**src/rtl/controle_multiciclo_pkg.sv**
```systemverilog
// Shared encodings for the multicycle MIPS control unit: states, opcodes, functs,
// ALU codes, mux selects and the Moore output decode.
package controle_multiciclo_pkg;

  localparam int unsigned STATE_W  = 4;
  localparam int unsigned OP_W     = 6;
  localparam int unsigned FUNCT_W  = 6;
  localparam int unsigned ALU_OP_W = 4;
  localparam int unsigned CNT_W    = 4;

  typedef enum logic [STATE_W-1:0] {
    S_INIT      = 4'd0,
    S_FETCH     = 4'd1,
    S_DECODE    = 4'd2,
    S_MEM_ADDR  = 4'd3,
    S_MEM_READ  = 4'd4,
    S_MEM_WB    = 4'd5,
    S_MEM_WRITE = 4'd6,
    S_EXEC_R    = 4'd7,
    S_R_WB      = 4'd8,
    S_EXEC_I    = 4'd9,
    S_I_WB      = 4'd10,
    S_BRANCH    = 4'd11,
    S_JUMP      = 4'd12
  } state_e;

  localparam logic [OP_W-1:0] OP_R    = 6'b000000;
  localparam logic [OP_W-1:0] OP_LW   = 6'b100011;
  localparam logic [OP_W-1:0] OP_SW   = 6'b101011;
  localparam logic [OP_W-1:0] OP_BEQ  = 6'b000100;
  localparam logic [OP_W-1:0] OP_J    = 6'b000010;
  localparam logic [OP_W-1:0] OP_ADDI = 6'b001000;
`ifdef MIPS_BNE_EN
  localparam logic [OP_W-1:0] OP_BNE  = 6'b000101;
`endif

  localparam logic [FUNCT_W-1:0] FN_ADD = 6'b100000;
  localparam logic [FUNCT_W-1:0] FN_SUB = 6'b100010;
  localparam logic [FUNCT_W-1:0] FN_AND = 6'b100100;
  localparam logic [FUNCT_W-1:0] FN_OR  = 6'b100101;
  localparam logic [FUNCT_W-1:0] FN_NOR = 6'b100111;
  localparam logic [FUNCT_W-1:0] FN_SLT = 6'b101010;

  localparam logic [ALU_OP_W-1:0] ALU_AND = 4'b0000;
  localparam logic [ALU_OP_W-1:0] ALU_OR  = 4'b0001;
  localparam logic [ALU_OP_W-1:0] ALU_ADD = 4'b0010;
  localparam logic [ALU_OP_W-1:0] ALU_SUB = 4'b0110;
  localparam logic [ALU_OP_W-1:0] ALU_SLT = 4'b0111;
  localparam logic [ALU_OP_W-1:0] ALU_NOR = 4'b1100;

  localparam logic [1:0] SRC_B_REG    = 2'b00;
  localparam logic [1:0] SRC_B_FOUR   = 2'b01;
  localparam logic [1:0] SRC_B_IMM    = 2'b10;
  localparam logic [1:0] SRC_B_IMM_SH = 2'b11;

  localparam logic [1:0] PC_SRC_ALU    = 2'b00;
  localparam logic [1:0] PC_SRC_ALUOUT = 2'b01;
  localparam logic [1:0] PC_SRC_JUMP   = 2'b10;

  typedef struct packed {
    logic [ALU_OP_W-1:0] alu_op;
    logic                alu_src_a;
    logic [1:0]          alu_src_b;
    logic [1:0]          pc_source;
    logic                pc_write;
    logic                i_or_d;
    logic                mem_read;
    logic                mem_write;
    logic                ir_write;
    logic                reg_dst;
    logic                mem_to_reg;
    logic                reg_write;
  } ctrl_t;

  // Moore output decode; last marks the final cycle of a held state.
  function automatic ctrl_t moore_ctrl(input state_e s, input logic last,
                                       input logic [ALU_OP_W-1:0] alu_r);
    ctrl_t c;
    c = '0;
    case (s)
      S_FETCH: begin
        c.mem_read  = 1'b1;
        c.alu_op    = ALU_ADD;
        c.alu_src_b = SRC_B_FOUR;
        c.pc_source = PC_SRC_ALU;
        c.ir_write  = last;
        c.pc_write  = last;
      end
      S_DECODE: begin
        c.alu_op    = ALU_ADD;
        c.alu_src_b = SRC_B_IMM_SH;
      end
      S_MEM_ADDR, S_EXEC_I: begin
        c.alu_src_a = 1'b1;
        c.alu_src_b = SRC_B_IMM;
        c.alu_op    = ALU_ADD;
      end
      S_MEM_READ: begin
        c.i_or_d   = 1'b1;
        c.mem_read = 1'b1;
      end
      S_MEM_WB: begin
        c.reg_write  = 1'b1;
        c.mem_to_reg = 1'b1;
      end
      S_MEM_WRITE: begin
        c.i_or_d    = 1'b1;
        c.mem_write = 1'b1;
      end
      S_EXEC_R: begin
        c.alu_src_a = 1'b1;
        c.alu_src_b = SRC_B_REG;
        c.alu_op    = alu_r;
      end
      S_R_WB: begin
        c.reg_dst   = 1'b1;
        c.reg_write = 1'b1;
      end
      S_I_WB: c.reg_write = 1'b1;
      S_BRANCH: begin
        c.alu_src_a = 1'b1;
        c.alu_src_b = SRC_B_REG;
        c.alu_op    = ALU_SUB;
        c.pc_source = PC_SRC_ALUOUT;
      end
      S_JUMP: begin
        c.pc_source = PC_SRC_JUMP;
        c.pc_write  = 1'b1;
      end
      default: c = '0;
    endcase
    return c;
  endfunction

endpackage

```
**src/rtl/controle_multiciclo_ula.sv**
```systemverilog
// R-type funct decode: ALU operation plus a flag for supported functs.
module controle_ula
  import controle_multiciclo_pkg::*;
(
  input  logic [FUNCT_W-1:0]  funct_i,
  output logic [ALU_OP_W-1:0] alu_op_o,
  output logic                valid_o
);

  always_comb begin
    alu_op_o = ALU_ADD;
    valid_o  = 1'b1;
    case (funct_i)
      FN_ADD:  alu_op_o = ALU_ADD;
      FN_SUB:  alu_op_o = ALU_SUB;
      FN_AND:  alu_op_o = ALU_AND;
      FN_OR:   alu_op_o = ALU_OR;
      FN_NOR:  alu_op_o = ALU_NOR;
      FN_SLT:  alu_op_o = ALU_SLT;
      default: valid_o  = 1'b0;
    endcase
  end

endmodule

```
**src/rtl/controle_multiciclo.sv**
```systemverilog
// Multicycle MIPS control unit (R-type, lw, sw, beq, j, addi).
// Define MIPS_BNE_EN to also accept bne (opcode 000101).
module controle_multiciclo
  import controle_multiciclo_pkg::*;
#(
  parameter int unsigned MEM_WAIT = 0
) (
  input  logic                clock,
  input  logic                reset_n,
  input  logic [OP_W-1:0]     opcode,
  input  logic [FUNCT_W-1:0]  funct,
  input  logic                zero,
  output logic [ALU_OP_W-1:0] alu_op,
  output logic                alu_src_a,
  output logic [1:0]          alu_src_b,
  output logic [1:0]          pc_source,
  output logic                pc_write,
  output logic                i_or_d,
  output logic                mem_read,
  output logic                mem_write,
  output logic                ir_write,
  output logic                reg_dst,
  output logic                mem_to_reg,
  output logic                reg_write,
  output logic                illegal,
  output logic [STATE_W-1:0]  estado
);

  state_e              state_q, state_d;
  logic [CNT_W-1:0]    cnt_q, cnt_d;
  logic [ALU_OP_W-1:0] alu_r_q, alu_r_d;
  logic                is_sw_q, is_sw_d;
  logic                bne_q, bne_d;
  ctrl_t               ctrl_q;
  logic [ALU_OP_W-1:0] ula_op;
  logic                ula_valid;
  logic                wait_done;
  logic                decode_bad;
  logic                branch_take;

  controle_ula u_ula (
    .funct_i  (funct),
    .alu_op_o (ula_op),
    .valid_o  (ula_valid)
  );

  assign wait_done = (cnt_q == CNT_W'(MEM_WAIT));

  // Next state, decoded-instruction registers and wait counter.
  always_comb begin
    state_d    = state_q;
    cnt_d      = cnt_q;
    alu_r_d    = alu_r_q;
    is_sw_d    = is_sw_q;
    bne_d      = bne_q;
    decode_bad = 1'b0;
    case (state_q)
      S_INIT:  state_d = S_FETCH;
      S_FETCH: if (wait_done) state_d = S_DECODE;
      S_DECODE: begin
        state_d = S_FETCH;
        alu_r_d = ula_op;
        is_sw_d = (opcode == OP_SW);
        bne_d   = 1'b0;
        case (opcode)
          OP_R: begin
            if (ula_valid) state_d = S_EXEC_R;
            else           decode_bad = 1'b1;
          end
          OP_LW, OP_SW: state_d = S_MEM_ADDR;
          OP_ADDI:      state_d = S_EXEC_I;
          OP_BEQ:       state_d = S_BRANCH;
          OP_J:         state_d = S_JUMP;
`ifdef MIPS_BNE_EN
          OP_BNE: begin
            state_d = S_BRANCH;
            bne_d   = 1'b1;
          end
`endif
          default:      decode_bad = 1'b1;
        endcase
      end
      S_MEM_ADDR:  state_d = is_sw_q ? S_MEM_WRITE : S_MEM_READ;
      S_MEM_READ:  if (wait_done) state_d = S_MEM_WB;
      S_MEM_WRITE: if (wait_done) state_d = S_FETCH;
      S_EXEC_R:    state_d = S_R_WB;
      S_EXEC_I:    state_d = S_I_WB;
      S_MEM_WB, S_R_WB, S_I_WB, S_BRANCH, S_JUMP: state_d = S_FETCH;
      default:     state_d = S_INIT;
    endcase
    if (state_d != state_q) cnt_d = '0;
    else if (!wait_done)    cnt_d = cnt_q + CNT_W'(1);
  end

  // Outputs are decoded from the next state so they appear registered with it.
  always_ff @(posedge clock or negedge reset_n) begin
    if (!reset_n) begin
      state_q <= S_INIT;
      cnt_q   <= '0;
      alu_r_q <= '0;
      is_sw_q <= 1'b0;
      bne_q   <= 1'b0;
      ctrl_q  <= '0;
    end else begin
      state_q <= state_d;
      cnt_q   <= cnt_d;
      alu_r_q <= alu_r_d;
      is_sw_q <= is_sw_d;
      bne_q   <= bne_d;
      ctrl_q  <= moore_ctrl(state_d, cnt_d == CNT_W'(MEM_WAIT), alu_r_d);
    end
  end

`ifdef MIPS_BNE_EN
  assign branch_take = (state_q == S_BRANCH) && (zero ^ bne_q);
`else
  assign branch_take = (state_q == S_BRANCH) && zero && !bne_q;
`endif

  assign alu_op     = ctrl_q.alu_op;
  assign alu_src_a  = ctrl_q.alu_src_a;
  assign alu_src_b  = ctrl_q.alu_src_b;
  assign pc_source  = ctrl_q.pc_source;
  assign pc_write   = ctrl_q.pc_write | branch_take;
  assign i_or_d     = ctrl_q.i_or_d;
  assign mem_read   = ctrl_q.mem_read;
  assign mem_write  = ctrl_q.mem_write;
  assign ir_write   = ctrl_q.ir_write;
  assign reg_dst    = ctrl_q.reg_dst;
  assign mem_to_reg = ctrl_q.mem_to_reg;
  assign reg_write  = ctrl_q.reg_write;
  assign illegal    = (state_q == S_DECODE) && decode_bad;
  assign estado     = state_q;

endmodule

```
**config.mk**
```make
export PLATFORM = sky130hd
export DESIGN_NAME = controle_multiciclo
export DESIGN_NICKNAME = d
export VERILOG_FILES = /design/src/rtl/controle_multiciclo_pkg.sv /design/src/rtl/controle_multiciclo_ula.sv /design/src/rtl/controle_multiciclo.sv
export SDC_FILE = /design/constraint.sdc
export NUM_CORES = 1
export LEC_CHECK = 0
export BUFFER_PORTS_ARGS = -buffer_cell sky130_fd_sc_hd__buf_4
export CORE_MARGIN = 2
export CORE_UTILIZATION = 40
export DETAILED_ROUTE_END_ITERATION = 6
export HOLD_SLACK_MARGIN = 0.12
export PLACE_DENSITY = 0.72
export SYNTH_ARGS = -nofsm -noshare
export SYNTH_HDL_FRONTEND = slang
export SYNTH_SLANG_ARGS = --single-unit
```
**constraint.sdc**
```tcl
create_clock -name clock -period 5.2 [get_ports clock]
set_input_delay 0.52 -clock clock [delete_from_list [all_inputs] [get_ports clock]]
set_output_delay 0.52 -clock clock [all_outputs]
set_load 0.1 [all_outputs]
```
==> metrics.txt <==
Crit Path Category=register to output port; Final Hold Viols=0; share of layout cells above drive strength 1=0.265; Worst-path clk slew=60 ps; Final setup viols=0; async set-reset flop share out of synthesis=1.00; clock sinks=30; Startpoint Class=register; die height=68.7 um; CTS Buf Count=5; Critical Path RT=4680 ps; final instance area=2010 um2; P_sw=0.000671 W; initial antenna violation count=0; Logic pwr share=0.572; Primary FF master, synth=dfrtp_1; Final Skew=5.81 ps; antenna viol nets, final=0; grt ovf=0; sequential element share of the synthesized area=0.449; Tcrit/Tclk final=0.495; mean post-synth cell area=9.56 um2; worst-case clock buffer depth=2; drt drc=0; Seq pwr share=0.275; pin count of the biggest net entering global routing=31; max cap viols=0; Post-Synthesis Net Count=192; Rows=23; setup slack at placement=2930 ps; CTS resizes=0; # hold bufs at CTS=0; Final min period=2570 ps; Vias=1364; DP Wirelength=2460 um; first-pass GRT wire length=5610 um; mean routed wirelength per cell=13.8 um; Synthesis Warnings=0; CP endpoint kind=output port; insertion delay to the later sink of the worst-skew pair=280 ps; Initial Util=0.418; GRT Resource Usage Total=0.162; Ports=37; Critical Path Max Stage Delay=530 ps; CP max FO=14; 1st-pass router iterations=4; core area=4000 um2; critical path's slowest cell=dfrtp_1; Worst Hold Class=primary input to async pin; ant diodes=0; crit path cell chain=nand2b_1 -> or3_1 -> a21oi_1 -> buf_4; vias in the first global route=1256; Power Density=615 nW/um2; status=finished, final reports clean; Die X=68.7 um; Post-DP Area=1920 um2; CTS tree=yes; die area=4720 um2; final core utilization=0.503; switch share=0.543; root buffer cell=clkbuf_8; nets=220; Synth cell types=52; Peak VDD IR=604 uV; worst setup slack after layout=2630 ps; CTS H-tree depth=2; drt total wl=3500 um; Leakage=0.881 nW; Initial DRC Count=92; Worst Hold Slack=155 ps; WP data arrival=2050 ps; GPL Wtd Cong=0.851; Slew HR=0.474; CP bufs+invs=1; Worst-Margin Slew=787 ps; Cells after Synth=175; Yosys reg bits=30; critical path's top delay family=simple AND/OR/NAND/NOR gates; Port Buf Inserts=36; RSZ-0062 raised after global routing=no; Post-synth EDFFs=0; synthesized area=1670 um2; Vias/cell=5.37; internal power=0.000566 W; setup bufs post-CTS=0; Clock Power Share=0.152; total negative slack=0 ps; final slew viol count=0; Max Clk Rate=389 MHz; P&R area growth vs syn=20.2%
## final cells by class
type | instances | area [um2]
Fill cell | 375 | 1990
Multi-Input combinational cell | 122 | 802
Sequential cell | 30 | 751
Timing Repair Buffer | 36 | 270
Clock buffer | 6 | 82.6
Tap cell | 50 | 62.6
Inverter | 8 | 30.0
Clock inverter | 2 | 12.5
## stage by stage
| stage | cells | power, W |
|---|---|---|
| after global placement | 246 | 0.00105 |
| final | 254 | 0.00124 |
| after CTS | 254 | 0.00124 |
| after global routing | 254 | 0.00130 |
| after detailed placement | 246 | 0.00105 |
| after floorplan | 175 | 0.000922 |
## power groups by stage
stage | clock network [W] | logic, W | registers, W
after CTS | 0.000194 | 0.000710 | 0.000341
after global placement | 0 | 0.000702 | 0.000346
after global routing | 0.000205 | 0.000745 | 0.000352
final | 0.000189 | 0.000708 | 0.000341
after detailed placement | 0 | 0.000705 | 0.000345
after floorplan | 0 | 0.000395 | 0.000527
## synth_stat cells, types with 4 or more instances
cell type	count	area, um2
dfrtp_1	30	751
nand2_1	14	52.6
nor2_1	13	48.8
nand3_1	9	45.0
a21oi_1	8	40.0
buf_4	8	60.1
o21ai_0	8	40.0
inv_1	6	22.5
nor3b_1	6	45.0
a21boi_1	4	30.0
nand2b_1	4	25.0
o21ai_1	4	20.0
## cell families after synthesis
group,count (synthesis),synth area share
compound gates,43,0.190
xor+xnor,5,0.0262
mux,1,0.00598
flops,30,0.449
fa+ha+maj,2,0.0150
buf+inv,23,0.0718
simple gates,71,0.242
## placed cells by master, fill, tap and decap left out, types with 2 or more instances in the layout
master,n
nand2b_1,4
o211ai_1,3
a21oi_1,8
dfrtp_1,30
nand3_1,9
ha_1,2
nor4_1,2
nand4_1,3
nor2b_1,3
xor2_1,2
a21boi_1,4
inv_1,6
o21ai_1,4
or3_1,2
xnor2_1,3
buf_4,36
o32ai_1,2
nor3_1,3
nor3b_1,6
nor2_1,13
nand2_1,14
clkbuf_8,6
nor3_2,2
a22oi_1,2
o21ai_0,8
## metal layers
| layer | share of wire | GRT usage | vias up |
|---|---|---|---|
| met4 | 0.013 | 0.0700 | 0 |
| met2 | 0.45 | 0.232 | 34 |
| li1 | - | - | 683 |
| met1 | 0.47 | 0.220 | 643 |
| met5 | 0 | 0 | - |
| met3 | 0.064 | 0.0552 | 4 |
## final timing paths
check                                        to                 start  slack [ps]  depth (start not counted)
hold reg to reg            alu_r_q[3]$_DFF_PN0_  alu_r_q[3]$_DFF_PN0_         460                          2
setup / recovery                        illegal   estado[3]$_DFF_PN0_        2630                          4
hold / removal              alu_op[3]$_DFF_PN0_               reset_n         160                          1
min in group clock         alu_r_q[3]$_DFF_PN0_  alu_r_q[3]$_DFF_PN0_         460                          2
setup reg to reg             mem_read$_DFF_PN0_    cnt_q[0]$_DFF_PN0_        2910                          8
max in group asynchronous   reg_write$_DFF_PN0_               reset_n        4760                          1
No activity file was read; power rests on OpenSTA's default activity.
